### src/rtl/tx_gearbox66_pkg.sv
// rtl/tx_gearbox66_pkg.sv - shared 66b/32b gearbox constants and block type (tx/rx common)
package tx_gearbox66_pkg;

    localparam logic [1:0]  c_DATA_HEADER  = 2'b01;
    localparam logic [1:0]  c_CMD_HEADER   = 2'b10;
    localparam logic [63:0] c_IDLE_PAYLOAD = 64'h7800_0000_0000_0000;

    localparam int c_BLOCK_W     = 66;
    localparam int c_WORD_W      = 32;
    localparam int c_FRAME_WORDS = 33;

    typedef struct packed {
        logic [1:0]  hdr;
        logic [63:0] data;
    } block66_t;

    function automatic block66_t idle_block();
        block66_t b;
        b.hdr  = c_CMD_HEADER;
        b.data = c_IDLE_PAYLOAD;
        return b;
    endfunction

endpackage

### src/rtl/tx_gearbox66_if.sv
// rtl/tx_gearbox66_if.sv - block input handshake and word output bundle of the tx gearbox
interface tx_gearbox66_if;
    import tx_gearbox66_pkg::*;

    logic [63:0]         data_i;
    logic [1:0]          hdr_i;
    logic                valid_i;
    logic                ready_o;
    logic [c_WORD_W-1:0] gbox_data_o;
    logic                gbox_dv_o;
    logic [5:0]          gbox_cnt_o;
    logic                idle_ins_o;

    modport slave (
        input  data_i, hdr_i, valid_i,
        output ready_o, gbox_data_o, gbox_dv_o, gbox_cnt_o, idle_ins_o
    );

    modport master (
        output data_i, hdr_i, valid_i,
        input  ready_o, gbox_data_o, gbox_dv_o, gbox_cnt_o, idle_ins_o
    );

endinterface

### src/rtl/tx_gearbox66.sv
// rtl/tx_gearbox66.sv - 66b->32b transmit gearbox; optional idle insertion via TX_IDLE_INSERT_EN
module tx_gearbox66
    import tx_gearbox66_pkg::*;
(
    input  logic          clk_i,
    input  logic          rst_i,
    tx_gearbox66_if.slave bus
);

    localparam int         c_RES_W  = c_BLOCK_W - 1;
    localparam int         c_CAT_W  = c_RES_W + c_WORD_W;
    localparam logic [6:0] c_WORD_F = 7'(c_WORD_W);
    localparam logic [6:0] c_BLK_F  = 7'(c_BLOCK_W);

    logic [c_RES_W-1:0]  res_q, res_d;
    logic [6:0]          fill_q, fill_d;
    logic [c_WORD_W-1:0] data_q, data_d;
    logic                dv_q, dv_d;
    logic [5:0]          cnt_q, cnt_d;
    logic [5:0]          widx_q, widx_d;
    logic                idle_q, idle_d;

    logic                ready;
    logic                accept;
    logic                idle_fill;
    logic                append;
    block66_t            blk;
    logic [c_CAT_W-1:0]  blk_ext;
    logic [c_CAT_W-1:0]  cat;
    logic [6:0]          total;

    assign ready  = !rst_i && (fill_q < c_WORD_F);
    assign accept = bus.valid_i && ready;

`ifdef TX_IDLE_INSERT_EN
    assign idle_fill = !bus.valid_i && (fill_q < c_WORD_F);
`else
    assign idle_fill = 1'b0;
`endif

    assign append = accept || idle_fill;
    assign blk    = accept ? block66_t'({bus.hdr_i, bus.data_i}) : idle_block();

    // New block lands directly below the fill_q residue bits; residue below fill_q is always zero.
    always_comb begin
        blk_ext = '0;
        if (append) begin
            blk_ext = {blk, {(c_WORD_W-1){1'b0}}} >> fill_q;
        end
        cat   = {res_q, {c_WORD_W{1'b0}}} | blk_ext;
        total = fill_q + (append ? c_BLK_F : 7'd0);
    end

    always_comb begin
        res_d  = cat[c_CAT_W-1 -: c_RES_W];
        fill_d = total;
        data_d = data_q;
        dv_d   = 1'b0;
        cnt_d  = cnt_q;
        widx_d = widx_q;
        idle_d = idle_fill;
        if (total >= c_WORD_F) begin
            data_d = cat[c_CAT_W-1 -: c_WORD_W];
            dv_d   = 1'b1;
            res_d  = cat[c_RES_W-1:0];
            fill_d = total - c_WORD_F;
            // cnt reports the frame index of the word being presented, so header words of block 16n read 0
            cnt_d  = widx_q;
            widx_d = (widx_q == 6'(c_FRAME_WORDS - 1)) ? 6'd0 : widx_q + 6'd1;
        end
    end

    always_ff @(posedge clk_i or posedge rst_i) begin
        if (rst_i) begin
            res_q  <= '0;
            fill_q <= '0;
            data_q <= '0;
            dv_q   <= 1'b0;
            cnt_q  <= '0;
            widx_q <= '0;
            idle_q <= 1'b0;
        end else begin
            res_q  <= res_d;
            fill_q <= fill_d;
            data_q <= data_d;
            dv_q   <= dv_d;
            cnt_q  <= cnt_d;
            widx_q <= widx_d;
            idle_q <= idle_d;
        end
    end

    assign bus.ready_o     = ready;
    assign bus.gbox_data_o = data_q;
    assign bus.gbox_dv_o   = dv_q;
    assign bus.gbox_cnt_o  = cnt_q;
    assign bus.idle_ins_o  = idle_q;

endmodule

### src/flat_wrapper.sv
// flat-port wrapper written by rule: the top's interface ports become plain ports
module tx_gearbox66_flat import tx_gearbox66_pkg::*;
  (clk_i, rst_i, bus_data_i, bus_hdr_i, bus_valid_i, bus_ready_o, bus_gbox_data_o, bus_gbox_dv_o, bus_gbox_cnt_o, bus_idle_ins_o);
  tx_gearbox66_if bus_i ();
  input  logic clk_i;
  input  logic rst_i;
  input wire logic [$bits(bus_i.data_i)-1:0] bus_data_i;
  input wire logic [$bits(bus_i.hdr_i)-1:0] bus_hdr_i;
  input wire logic [$bits(bus_i.valid_i)-1:0] bus_valid_i;
  output wire logic [$bits(bus_i.ready_o)-1:0] bus_ready_o;
  output wire logic [$bits(bus_i.gbox_data_o)-1:0] bus_gbox_data_o;
  output wire logic [$bits(bus_i.gbox_dv_o)-1:0] bus_gbox_dv_o;
  output wire logic [$bits(bus_i.gbox_cnt_o)-1:0] bus_gbox_cnt_o;
  output wire logic [$bits(bus_i.idle_ins_o)-1:0] bus_idle_ins_o;
  assign bus_i.data_i = bus_data_i;
  assign bus_i.hdr_i = bus_hdr_i;
  assign bus_i.valid_i = bus_valid_i;
  assign bus_ready_o = bus_i.ready_o;
  assign bus_gbox_data_o = bus_i.gbox_data_o;
  assign bus_gbox_dv_o = bus_i.gbox_dv_o;
  assign bus_gbox_cnt_o = bus_i.gbox_cnt_o;
  assign bus_idle_ins_o = bus_i.idle_ins_o;
  tx_gearbox66 u_core (.clk_i(clk_i), .rst_i(rst_i), .bus(bus_i));
endmodule
### config.mk
export PLATFORM = sky130hd
export DESIGN_NAME = tx_gearbox66_flat
export DESIGN_NICKNAME = d
export VERILOG_FILES = /design/src/rtl/tx_gearbox66_pkg.sv /design/src/rtl/tx_gearbox66_if.sv /design/src/rtl/tx_gearbox66.sv /design/src/flat_wrapper.sv
export SDC_FILE = /design/constraint.sdc
export NUM_CORES = 1
export LEC_CHECK = 0
export ABC_AREA = 1
export CORE_MARGIN = 3
export CORE_UTILIZATION = 38
export CTS_CLUSTER_DIAMETER = 50
export DETAILED_ROUTE_END_ITERATION = 8
export HOLD_SLACK_MARGIN = 0.12
export PLACE_DENSITY = 0.68
export SYNTH_ARGS = -nofsm -noshare
export SYNTH_HDL_FRONTEND = slang
export SYNTH_SLANG_ARGS = --single-unit
### constraint.sdc
create_clock -name clk_i -period 3.9 [get_ports clk_i]
set_clock_uncertainty 0.05 [all_clocks]
set_input_delay 0.78 -clock clk_i [delete_from_list [all_inputs] [get_ports clk_i]]
set_output_delay 0.78 -clock clk_i [all_outputs]
set_load 0.01 [all_outputs]
Word-level counts from Yosys, hierarchy flattened
Cells that the tools add are included.
- bits in latches: 0
- bits of input ports: 69
- memory bits (read-only): 0
- word-level logic and storage cells: 24
- flip-flop bits (word level): 117
- memory bits (writable): 0
- output and inout port bits: 41
- memories: 0
- shifts and indexed selects: 1
- divide/modulo/power cells: 0
- multiplexer cells: 7
- reductions and logical operators: 3
- $lt $le $gt $ge: 2
- bitwise gates (word level): 1
- multiply operators: 0
- $add $sub $neg: 3
- equality and inequality tests: 1
- operators by type and width (cell ; number):
    97-bit two-way mux ; 1
    97-bit bitwise OR ; 1
    97-bit by 7-bit >> shifter with 97-bit output ; 1
    66-bit two-way mux ; 1
    65-bit two-way mux ; 1
    7-bit two-way mux ; 2
    7-bit adder ; 1
    7-bit by 6-bit greater-or-equal comparator with 1-bit output (second input constant) ; 1
    7-bit by 6-bit < comparator with 1-bit output (second input constant) ; 1
    7-bit by 6-bit subtractor with 7-bit output (second input constant) ; 1
    6-bit by 1-bit adder with 6-bit output (second input constant) ; 1
    6-bit equality test (second input constant) ; 1
    6-bit two-way mux ; 1
    1-bit logical AND ; 2
    1-bit zero test ; 1
    1-bit two-way mux ; 1

Depth between registers and ports, before layout
- depth in word-level cells: 8
- depth in mapped cells: 17
- mapped depth without buffers: 14

Least setup slack after synthesis
Ideal clock, no wire load.
- path type: input to register
- start: in rst_i
- end: reg u_core.res_q[46]
- required time: 3.785 ns
- buffers on the path: 1
- path slack: 0.299 ns
- arrival time: 3.486 ns
- stages: 12
- cells stage by stage: inv_1 -> buf_2 -> nand4_1 -> nand2_1 -> nand2_1 -> nor2_1 -> nand2_1 -> nand2_1 -> nand3_1 -> o21bai_1 -> nand2_1 -> nand2_1
- longest elaborated chain between the ends: 8
- elaborated cells between the ends (all ways): 11
- RTL lines (item ; RTL line ; RTL):
    start: declaration ; flat_wrapper.sv:6 ; input logic rst_i;
    1-bit zero test (no line) * ; -- ;
    1-bit logical AND * ; tx_gearbox66.sv:32 ; assign ready = !rst_i && (fill_q < c_WORD_F);
    1-bit logical AND * ; tx_gearbox66.sv:33 ; assign accept = bus.valid_i && ready;
    parallel branches: the longest is 4 deep, another holds 7-bit adder ; -- ;
    65-bit two-way mux * ; tx_gearbox66.sv:62 ; if (total >= c_WORD_F) begin
    net u_core.res_d[46] ; tx_gearbox66.sv:15 ; logic [c_RES_W-1:0] res_q, res_d;
    end signal: assignment ; tx_gearbox66.sv:83 ; res_q <= res_d;
    end: declaration ; tx_gearbox66.sv:15 ;
Mark *: on every way through the listed nets, which the timed path passes.
A chain may end at the register's enable or synchronous reset.

Worst setup path in the final report
- start: in rst_i
- end: reg u_core.res_q[18]
Same word-level chain as after synthesis.

==> flow_summary.ini <==
[status]
status = completed

[drt]
wirelength_um = 30500
drc = 0
drtAntennaViolNets = 0
via_per_inst = 5.52
drtPass1Iterations = 6
drt_iter0_markers = 1081
dr_total_vias = 9203
wl_per_cell_um = 18.3

[clock_network]
cts_hold_buf = 0
clock-sinks = 116
cts_max_level = 4
root_buffer = clkbuf_16
cts_buffer_depth = 2
insertion_delay_ps = 420
clkTransAtPathRegs_ps = 60
cts_setup_buffers = 0
ctsResizeCount = 0
cts_tree = built
cts_made_buffers = 17

[power_and_ir_drop]
pwr_density_cell_nw_per_um2 = 976
p_total_uw = 9970
vdd_drop_max_mv = 0.462
leakagePower_uw = 0.00500

[cells_and_area]
syn_to_final_growth_pct = 20.9
layout.nets = 1451
nFillCells = 2209
antenna_cells = 0
drive_gt1_frac = 0.0554

[flow_run]
max_cap_viol_count = 0

[floorplanning]
io_pins = 110
start_util = 0.395
core_area_um2 = 21400
die_h_um = 155
die_area_um2 = 24100
die_w_um = 155
rows = 53

[place]
place_congestion = 0.962
portBuffers = 108
dp_hpwl_um = 22300

[worst_hold_path]
hp-class = register to register

[synth]
ys_warn_count = 0
netlist_instances = 1326
synth_top_area_frac = 0.343
yosysSeqAreaShare = 0.343
syn-cell-area_um2 = 8460
syn_avg_cell_area_um2 = 6.38
ys_ff_latch = 116
syn_nets = 1399
synthTopCellsByArea = dfrtp_1 (34%), nand2_1 (21%), nand3_1 (18%)
synth_top_area_cell = dfrtp_1
yosys.cell_types.count = 33

[worst_setup_path]
critPathKind = input port to register
worstPathArrival_ps = 3320
critPathBufInv = 5
path_cells = clkdlybuf4s50_1, inv_4, nand3_4, inv_2, ha_1, ha_1, nand3_1, xor2_1, nand2_2, inv_2, buf_12, nand2_1, o211ai_1
worst_path_largest_cell_delay_ps = 530
critPathSlowestCell = clkdlybuf4s50_1
required_ps = 4180
cp_top_family = buffers and inverters
cp-end-kind = register
cp-start-kind = input port
path_max_fanout = 46

[grt]
overflow = 0
antenna_found_initial = 1
grt_pass1_wl_um = 48800
grt_start_max_net_pins = 79
grt_pass1_vias = 8788
grt_use_total = 0.257

[sta]
hold_violations = 0
relSlewSlack = 0.318
tightest_slew_ps = 1020
finalSetupTns_ps = 0
min_period_ps = 3040
setup_violations = 0
slew_viol_final = 0
grt_setup_unrepaired = no
clock.fmax_ghz = 0.329
timing.final.crit_share = 0.779
[through the flow]
step / hold slack (ps) / setup slack [ps] / cell area [um^2] / cells / util
floorplan: 423 / 299 / 8460 / 1326 / -
global placement: 400 / 531 / 9670 / 1634 / 0.451
detailed placement: 406 / 463 / 9670 / 1634 / 0.451
CTS: 415 / 890 / 10200 / 1666 / 0.477
global route: 437 / 662 / 10200 / 1666 / 0.477
finish: 414 / 861 / 10200 / 1666 / 0.477
[cells in the mapped netlist (all sizes together)]
master,instances
a21o,1
o21bai,9
dfrtp,116
o211ai,18
nor3,4
ha,4
a31oi,9
nor2,37
o21a,3
a31o,2
nor4,1
a21oi,7
nand4,23
clkinv,1
o31ai,6
nand3,309
o21ai,91
inv,94
conb,1
clkbuf,38
xor2,6
buf,61
nand2,471
nand3b,14
[report_power, final]
group	switching [uW]	leakage (uW)	internal [uW]
combinational	4310	0.00338	2080
sequential	311	0.00136	1810
clock	610	0.000262	851
[state kept, by name, summed over array words and instances (netlist names)]
| register | flops |
|---|---|
| u_core.res_q | 65 |
| u_core.fill_q | 6 |
| u_core.bus.gbox_cnt_o | 6 |
| u_core.bus.gbox_data_o | 32 |
| u_core.widx_q | 6 |
| u_core.bus.gbox_dv_o | 1 |
[layer usage]
metal  share of wire  vias up  track usage
li1                -     4497            -
met3           0.074       81       0.0567
met2            0.46      386        0.413
met4           0.041        2        0.108
met5         0.00039        -            0
met1            0.42     4237        0.334
[placed cells by master, fill, tap and decap left out, types with 14 or more instances in the layout]
master and count:
inv_1 89, dfrtp_1 113, o21ai_0 72, nor2_1 36, nand3b_1 14, o21ai_1 19, nand3_1 308, clkdlybuf4s50_1 108
nand2_1 470, nand4_1 23, clkbuf_16 17, buf_4 20
[worst reg2reg max path, stage by stage (launching register included)]
cell and delay, ps:
dfrtp_1 470, nor2_4 290, nand3_4 110, inv_2 70
ha_1 170, ha_1 290, nand3_1 130, xor2_1 330
nand2_2 170, inv_2 270, buf_12 270, nand2_1 100
o211ai_1 100
[cell type report]
type,instances,area [um^2],area share
Clock buffer,19,453,0.0443
Clock inverter,13,101,0.00992
Sequential cell,116,2910,0.284
Tap cell,275,344,0.0337
Timing Repair Buffer,132,1310,0.128
Inverter,95,359,0.0351
Multi-Input combinational cell,1016,4740,0.464
[path summary, 6_finish.rpt]
check | start | to | slack (ps) | cells after the start
max in group asynchronous | rst_i | u_core.fill_q[4] | 1320 | 4
min in group asynchronous | rst_i | u_core.fill_q[1] | 890 | 3
max reg2reg | u_core.fill_q[6] | u_core.res_q[18] | 980 | 12
min reg2reg | u_core.fill_q[3] | u_core.fill_q[3] | 410 | 1
max | rst_i | u_core.res_q[18] | 860 | 13
min | u_core.fill_q[3] | u_core.fill_q[3] | 410 | 1
[logic make-up (layout without fill, tap and decap cells)]
family          Yosys count  count (layout)  synth area share
compound gates          146             146             0.105
xor+xnor                  6               6           0.00621
fa+ha+maj                 4               4           0.00592
buf+inv                 194             259            0.0959
flops                   116             116             0.343
other cells               1               1          0.000443
simple gates            859             859             0.443
Note: power is estimated with default switching activity, not from simulation.
